[src/rtl/hazard_pkg.sv]
// Shared types and constants for the pipeline interlock scoreboard.
package hazard_pkg;

   localparam int unsigned REG_AW = 5;
   localparam logic [REG_AW-1:0] ZERO_REG = '0;

   // One in-flight destination entry: valid flag plus destination register.
   typedef struct packed {
      logic              v;
      logic [REG_AW-1:0] dst;
   } slot_t;

endpackage

[src/rtl/pipeline_hazard_scoreboard_if.sv]
// ID-stage operand/destination bus plus the interlock responses.
interface pipeline_hazard_scoreboard_if #(
   parameter int unsigned REG_AW = hazard_pkg::REG_AW,
   parameter int unsigned CNT_W  = 16
);
   logic              hold;
   logic [REG_AW-1:0] id_rs_addr;
   logic [REG_AW-1:0] id_rt_addr;
   logic              id_uses_rs;
   logic              id_uses_rt;
   logic              id_reg_w;
   logic [REG_AW-1:0] id_dst_addr;
   logic              stall;
   logic              bubble;
   logic [CNT_W-1:0]  stall_cnt;

   modport master (
      output hold, id_rs_addr, id_rt_addr, id_uses_rs, id_uses_rt, id_reg_w, id_dst_addr,
      input  stall, bubble, stall_cnt
   );

   modport slave (
      input  hold, id_rs_addr, id_rt_addr, id_uses_rs, id_uses_rt, id_reg_w, id_dst_addr,
      output stall, bubble, stall_cnt
   );
endinterface

[src/rtl/hazard_match.sv]
// Compares one scoreboard slot against the source operands of the ID instruction.
module hazard_match
   import hazard_pkg::*;
(
   input  logic              en,
   input  slot_t             slot,
   input  logic [REG_AW-1:0] rs_addr,
   input  logic [REG_AW-1:0] rt_addr,
   input  logic              uses_rs,
   input  logic              uses_rt,
   output logic              hit_c
);

   logic rs_hit_c;
   logic rt_hit_c;

   assign rs_hit_c = uses_rs && (rs_addr == slot.dst);
   assign rt_hit_c = uses_rt && (rt_addr == slot.dst);

   // $0 is hard-wired, so a slot targeting it can never cause a dependency.
   assign hit_c = en && slot.v && (slot.dst != ZERO_REG) && (rs_hit_c || rt_hit_c);

endmodule

[src/rtl/pipeline_hazard_scoreboard.sv]
// Interlock controller for a forwarding-less 5-stage pipeline: EX/MEM/WB
// destination scoreboard, stall/bubble generation and a saturating stall counter.
module pipeline_hazard_scoreboard
   import hazard_pkg::slot_t;
#(
   parameter bit          WB_BYPASS = 1'b1,
   parameter int unsigned CNT_W     = 16,
   parameter int unsigned REG_AW    = hazard_pkg::REG_AW
) (
   input logic                          clk,
   input logic                          rst,
   pipeline_hazard_scoreboard_if.slave  bus
);

   localparam logic [CNT_W-1:0] CNT_MAX = '1;

   slot_t             ex_q;
   slot_t             mem_q;
   slot_t             wb_q;
   slot_t             ex_d;
   logic [CNT_W-1:0]  cnt_q;
   logic [REG_AW-1:0] id_dst;
   logic              hit_ex_c;
   logic              hit_mem_c;
   logic              hit_wb_c;
   logic              stall_c;

   assign id_dst = bus.id_dst_addr;

   hazard_match u_match_ex (
      .en      (1'b1),
      .slot    (ex_q),
      .rs_addr (bus.id_rs_addr),
      .rt_addr (bus.id_rt_addr),
      .uses_rs (bus.id_uses_rs),
      .uses_rt (bus.id_uses_rt),
      .hit_c   (hit_ex_c)
   );

   hazard_match u_match_mem (
      .en      (1'b1),
      .slot    (mem_q),
      .rs_addr (bus.id_rs_addr),
      .rt_addr (bus.id_rt_addr),
      .uses_rs (bus.id_uses_rs),
      .uses_rt (bus.id_uses_rt),
      .hit_c   (hit_mem_c)
   );

   // With write-before-read register file the WB producer is already visible to ID.
   hazard_match u_match_wb (
      .en      (!WB_BYPASS),
      .slot    (wb_q),
      .rs_addr (bus.id_rs_addr),
      .rt_addr (bus.id_rt_addr),
      .uses_rs (bus.id_uses_rs),
      .uses_rt (bus.id_uses_rt),
      .hit_c   (hit_wb_c)
   );

   // The external freeze already holds the pipe, so no local stall is raised.
   assign stall_c       = (hit_ex_c || hit_mem_c || hit_wb_c) && !bus.hold;
   assign bus.stall     = stall_c;
   assign bus.bubble    = stall_c;
   assign bus.stall_cnt = cnt_q;

   // Entry for the EX slot: a bubble on stall, otherwise the ID destination.
   always_comb begin
      ex_d = '0;
      if (!stall_c) begin
         ex_d.v   = bus.id_reg_w && (id_dst != REG_AW'(0));
         ex_d.dst = id_dst;
      end
   end

   always_ff @(posedge clk or posedge rst) begin
      if (rst) begin
         ex_q  <= '0;
         mem_q <= '0;
         wb_q  <= '0;
         cnt_q <= '0;
      end else if (!bus.hold) begin
         wb_q  <= mem_q;
         mem_q <= ex_q;
         ex_q  <= ex_d;
         if (stall_c && (cnt_q != CNT_MAX)) begin
            cnt_q <= cnt_q + CNT_W'(1);
         end
      end
   end

endmodule

[src/flat_wrapper.sv]
// flat-port wrapper written by rule: the top's interface ports become plain ports
module pipeline_hazard_scoreboard_flat import hazard_pkg::slot_t;
#(
   parameter bit          WB_BYPASS = 1'b1,
   parameter int unsigned CNT_W     = 16,
   parameter int unsigned REG_AW    = hazard_pkg::REG_AW
)
  (clk, rst, bus_hold, bus_id_rs_addr, bus_id_rt_addr, bus_id_uses_rs, bus_id_uses_rt, bus_id_reg_w, bus_id_dst_addr, bus_stall, bus_bubble, bus_stall_cnt);
  pipeline_hazard_scoreboard_if #(.REG_AW(REG_AW), .CNT_W(CNT_W)) bus_i ();
  input logic clk;
  input logic rst;
  input wire logic [$bits(bus_i.hold)-1:0] bus_hold;
  input wire logic [$bits(bus_i.id_rs_addr)-1:0] bus_id_rs_addr;
  input wire logic [$bits(bus_i.id_rt_addr)-1:0] bus_id_rt_addr;
  input wire logic [$bits(bus_i.id_uses_rs)-1:0] bus_id_uses_rs;
  input wire logic [$bits(bus_i.id_uses_rt)-1:0] bus_id_uses_rt;
  input wire logic [$bits(bus_i.id_reg_w)-1:0] bus_id_reg_w;
  input wire logic [$bits(bus_i.id_dst_addr)-1:0] bus_id_dst_addr;
  output wire logic [$bits(bus_i.stall)-1:0] bus_stall;
  output wire logic [$bits(bus_i.bubble)-1:0] bus_bubble;
  output wire logic [$bits(bus_i.stall_cnt)-1:0] bus_stall_cnt;
  assign bus_i.hold = bus_hold;
  assign bus_i.id_rs_addr = bus_id_rs_addr;
  assign bus_i.id_rt_addr = bus_id_rt_addr;
  assign bus_i.id_uses_rs = bus_id_uses_rs;
  assign bus_i.id_uses_rt = bus_id_uses_rt;
  assign bus_i.id_reg_w = bus_id_reg_w;
  assign bus_i.id_dst_addr = bus_id_dst_addr;
  assign bus_stall = bus_i.stall;
  assign bus_bubble = bus_i.bubble;
  assign bus_stall_cnt = bus_i.stall_cnt;
  pipeline_hazard_scoreboard #(.WB_BYPASS(WB_BYPASS), .CNT_W(CNT_W), .REG_AW(REG_AW)) u_core (.clk(clk), .rst(rst), .bus(bus_i));
endmodule
[config.mk]
export PLATFORM = sky130hd
export DESIGN_NAME = pipeline_hazard_scoreboard_flat
export DESIGN_NICKNAME = d
export VERILOG_FILES = /design/src/rtl/hazard_pkg.sv /design/src/rtl/pipeline_hazard_scoreboard_if.sv /design/src/rtl/hazard_match.sv /design/src/rtl/pipeline_hazard_scoreboard.sv /design/src/flat_wrapper.sv
export SDC_FILE = /design/constraint.sdc
export NUM_CORES = 1
export LEC_CHECK = 0
export ABC_AREA = 1
export ABC_CLOCK_PERIOD_IN_PS = 2400
export CORE_ASPECT_RATIO = 1.1
export CORE_MARGIN = 1
export CORE_UTILIZATION = 43
export CTS_BUF_LIST = sky130_fd_sc_hd__clkbuf_4 sky130_fd_sc_hd__clkbuf_8
export DETAILED_ROUTE_END_ITERATION = 10
export PLACE_DENSITY = 0.7
export SYNTH_ARGS = -nofsm -noshare
export SYNTH_HDL_FRONTEND = slang
export SYNTH_SLANG_ARGS = --single-unit
export TNS_END_PERCENT = 50
[constraint.sdc]
create_clock -name clk -period 2.4 [get_ports clk]
set_input_delay 0.48 -clock clk [delete_from_list [all_inputs] [get_ports clk]]
set_output_delay 0.48 -clock clk [all_outputs]
set_load 0.03 [all_outputs]
Word level (Yosys, flattened, before mapping)
Index checks and enable logic that the tools add are counted.
{"block": "totals", "wordCells": 32, "reg_bits": 28, "in_bits": 21, "output_inout_bits": 18}
{"block": "classes", "n_reduce_logical": 19, "addsub": 1, "bitwise_logic": 1, "n_eq_ne": 5, "muxes": 1}
{"op": "5-bit == test", "n": 4}
{"op": "16-bit by 1-bit adder with 16-bit output, second input constant", "n": 1}
{"op": "16-bit inequality test, second input constant", "n": 1}
{"op": "5-bit nonzero test", "n": 3}
{"op": "1-bit logical AND", "n": 11}
{"op": "6-bit 2-to-1 mux", "n": 1}
{"op": "1-bit logical OR", "n": 3}
{"op": "2-bit AND reduction", "n": 1}
{"op": "1-bit logical NOT", "n": 1}
{"op": "1-bit NOT", "n": 1}

Depth between registers and ports, before layout
{"block": "depth", "depth_word": 8, "depth_mapped": 12, "mapped_depth_nobuf": 11}

Modules after synthesis
Synthesis repeated with hierarchy kept, for this count alone.
{"block": "unflattened", "hier_cells": 394, "hier_area_um2": 2414.8}
{"mod": "pipeline_hazard_scoreboard", "cells_per_inst": 226, "area_each_um2": 1754.2, "instances": 1, "seq_area_each_um2": 850.8}
{"mod": "hazard_match", "cells_per_inst": 56, "area_each_um2": 220.2, "instances": 3, "seq_area_each_um2": 0.0}

Worst setup path after synthesis
No wires, ideal clock.
{"block": "synth_timing", "kind": "input-to-output", "from": "input port bus_id_rs_addr[3]", "to": "output port bus_stall", "stages": 11, "n_path_buf": 1, "required_ns": 1.920, "arrival_ns": 1.608, "setup_slack_ns": 0.312, "cell_sequence": "inv_1 nand2_1 nand2_1 nor2_1 nand3_1 nand2_1 nand2_1 nand2_2 nand2_1 inv_1 buf_4"}
{"block": "synth_via", "elab_chain_cells": 6, "elab_cells_between_ends": 10, "classes_between": "eq/ne: 2; reduce/logical: 8"}
{"item": "start: declaration", "line": "flat_wrapper.sv:13", "rtl": "input wire logic [$bits(bus_i.id_rs_addr)-1:0] bus_id_rs_addr;"}
{"item": "5-bit == test", "line": "hazard_match.sv:17", "rtl": "assign rs_hit_c = uses_rs && (rs_addr == slot.dst);"}
{"item": "1-bit logical AND", "line": "hazard_match.sv:17"}
{"item": "1-bit logical OR", "line": "hazard_match.sv:21", "rtl": "assign hit_c = en && slot.v && (slot.dst != ZERO_REG) && (rs_hit_c || rt_hit_c);"}
{"item": "1-bit logical AND", "line": "hazard_match.sv:21"}
{"item": "1-bit logical OR *", "line": "pipeline_hazard_scoreboard.sv:62", "rtl": "assign stall_c = (hit_ex_c || hit_mem_c || hit_wb_c) && !bus.hold;"}
{"item": "1-bit logical AND *", "line": "pipeline_hazard_scoreboard.sv:62"}
{"item": "end: declaration", "line": "flat_wrapper.sv:19", "rtl": "output wire logic [$bits(bus_i.stall)-1:0] bus_stall;"}
Mark *: on every way between the ends. The rest lies on a longest branch, timed or not.

Worst setup path after layout
{"block": "layout_timing", "from": "input port bus_id_rt_addr[1]", "to": "output port bus_stall"}
{"block": "layout_via", "elab_chain_cells": 6, "elab_cells_between_ends": 10, "classes_between": "eq/ne: 2; reduce/logical: 8"}
{"item": "start: declaration", "line": "flat_wrapper.sv:14", "rtl": "input wire logic [$bits(bus_i.id_rt_addr)-1:0] bus_id_rt_addr;"}
{"item": "5-bit == test", "line": "hazard_match.sv:18", "rtl": "assign rt_hit_c = uses_rt && (rt_addr == slot.dst);"}
{"item": "1-bit logical AND", "line": "hazard_match.sv:18"}
{"item": "1-bit logical OR", "line": "hazard_match.sv:21"}
{"item": "1-bit logical AND", "line": "hazard_match.sv:21"}
{"item": "1-bit logical OR *", "line": "pipeline_hazard_scoreboard.sv:62"}
{"item": "1-bit logical AND *", "line": "pipeline_hazard_scoreboard.sv:62"}
Marks and branches as above.

==> results_dict.tcl <==
set metrics [dict create \
    dr.pass1.iters 4 \
    p_per_area_nw_per_um2 457.3 \
    leakage_nw 1.305 \
    ys_seq_area_share_pct 36.36 \
    vias 1892 \
    setup-tns-final_ns 0 \
    tightest_slew_ns 0.3652 \
    clkTransAtPathRegs_ns 0.09 \
    yosys_warnings 0 \
    hold-worst-slack_ns 0.5054 \
    grt_use_total_pct 20.80 \
    drv_slew 0 \
    boundaryPins 39 \
    max_freq_mhz 450.7 \
    wirelength_mm 4.538 \
    cts-buffers-inserted 3 \
    crit_path_max_fanout 4 \
    utilization_pct 57.20 \
    hold_path_startpoint "u_core.mem_q[5]" \
    grt_max_degree 29 \
    rsz0062_at_grt "false" \
    drt_drc_violations_left 0 \
    stdcell_area_um2 2451 \
    fill_cells 423 \
    grt_overflow 0 \
    hp-class "reg -> reg" \
    start_util_pct 44.96 \
    layout_common_cells "nand2_1 (123), inv_1 (32), dfrtp_1 (28)" \
    r2r-start "u_core.bus.stall_cnt[0]" \
    end_kind "output port" \
    placed_cell_area_um2 2364 \
    cp-startpoint "bus_id_rt_addr[1]" \
    dieHeight_um 72.21 \
    cts_sinks 28 \
    clk_latency_ns 0.27 \
    fin_crit_sh_pct 92.45 \
    holdPathEnd "u_core.mem_q[5]" \
    cts_tree "built" \
    cp_data_required_time_ns 1.92 \
    critPathKind "in -> out" \
    synth-seq-cells 28 \
    cts_post_setup_buffers_inserted 0 \
    rr_endpoint "u_core.bus.stall_cnt[14]" \
    place_congestion 0.9118 \
    netlist_area_um2 1927 \
    final_common_cell "nand2_1" \
    die_area_um2 4753 \
    antenna_cells 0 \
    nets 353 \
    grt_pass1_wl_mm 7.700 \
    htreeDepth 1 \
    syn_area_per_cell_um2 6.621 \
    clock_path_buffers 2 \
    dp_slack_ns 0.02664 \
    io_buffers 38 \
    layout-drive-gt1-share_pct 6.667 \
    slew-limit-headroom_pct 75.66 \
    dpl.hpwl_mm 3.292 \
    drt_iter0_markers 85 \
    fin_crit_ns 2.219 \
    wire_per_inst_um 11.82 \
    skew_ns 0.004034 \
    root_buffer "clkbuf_8" \
    area_growth_pct 27.21 \
    ir_drop_mv 0.3173 \
    antenna_found_initial 0 \
    min_path_cells 2 \
    setup_viol 0 \
    reg2reg_setup_slack_ns 0.40 \
    via_per_inst 4.927 \
    hold_viol_final 0 \
    setup_ws_ns 0.1813 \
    outcome "complete, no violations" \
    die_x_um 65.83 \
    grt_pass1_vias 1761 \
    ys_types 23 \
    crit_path_start_kind "primary input" \
    syn_inst 291 \
    synth_fp_nets 313 \
    cp.arrival_ns 1.74 \
    rows 25 \
    maxCapViolations 0 \
    final_antenna_net_count 0 \
    rr_worst_depth 9 \
    core_um2 4285 \
]
## sequential cells by signal, summed over array words and instances (netlist names)
register,cells
u_core.mem_q,6
u_core.ex_q,6
u_core.bus.stall_cnt,16
## synthesized netlist by cell type
library cell | number | area [µm²]
nand2_1 | 123 | 461.7
inv_1 | 34 | 127.6
dfrtp_1 | 28 | 700.7
nor2_1 | 25 | 93.84
nand4_1 | 21 | 131.4
nand3_1 | 16 | 80.08
o21ai_0 | 9 | 45.04
xor2_1 | 8 | 70.07
clkbuf_1 | 4 | 15.01
nor3_1 | 4 | 20.02
xnor2_1 | 4 | 35.03
buf_2 | 2 | 10.01
nand2_2 | 2 | 12.51
nand3_4 | 2 | 35.03
buf_4 | 1 | 7.510
buf_6 | 1 | 11.26
clkinv_1 | 1 | 3.750
ha_1 | 1 | 12.51
nand3_2 | 1 | 10.01
nor2_4 | 1 | 11.26
nor3_2 | 1 | 10.01
nor3_4 | 1 | 16.27
o22ai_1 | 1 | 6.260
## report_power, final
| part | leakage (nW) | internal [mW] | switching, mW | total, mW |
|---|---|---|---|---|
| Sequential | 0.370 | 0.508 | 0.0466 | 0.555 |
| Clock | 0.0288 | 0.147 | 0.145 | 0.292 |
| Combinational | 0.906 | 0.115 | 0.160 | 0.274 |
## worst max path at each step
stage	endpoint	slack, ns
CTS	bus_stall	0.02
detailed placement	u_core.bus.stall_cnt[2]	0.03
floorplan	bus_stall	0.31
global route	bus_stall	0.03
global placement	bus_bubble	0.03
finish	bus_stall	0.18
## per-layer routing
metal  vias up  GRT usage (%)  wire, µm
met5         -              0         0
met4         0          7.005        83
met3         8          1.887       169
met2        31          39.00      2342
met1       862          24.32      1943
li1        991              -         -
## per-stage QoR
step                power (mW)  instances
floorplan               0.7243        291
global placement        0.8385        380
detailed placement      0.8408        380
CTS                      1.136        384
global route             1.196        384
finish                   1.121        384
## cells by family (layout without fill, tap and decap cells)
group / after synthesis / count (layout) / share of synthesized area [%]
and+or+nand+nor: 197 / 197 / 45.78
adders and majority gates: 1 / 1 / 0.6492
buffers and inverters: 43 / 82 / 9.090
DFF: 28 / 28 / 36.36
xor gates and xnor gates: 12 / 12 / 5.455
AOI/OAI and AO/OA: 10 / 10 / 2.662
## layout make-up
class / instances / area, µm² / area share, %
clock buffer: 4 / 55.05 / 2.246
multi-input combinational: 220 / 1054 / 42.98
timing repair buffer: 43 / 442.9 / 18.07
sequential: 28 / 700.7 / 28.59
tap: 54 / 67.56 / 2.757
inverter: 35 / 131.4 / 5.360
## critical path: stages
cell             delay (ns)
clkdlybuf4s50_1        0.52
nor2_1                 0.06
nor2_1                 0.11
nand3_1                0.08
nand2_1                0.07
nand2_1                0.06
nand2_2                0.08
nand2_1                0.08
inv_2                  0.07
buf_6                  0.12
## repair_timing
item                       CTS  global route
gates resized for setup      0            14
hold buffers                 0             0
setup endpoints to repair    0             2
Note: power is estimated with default switching activity, not from simulation.
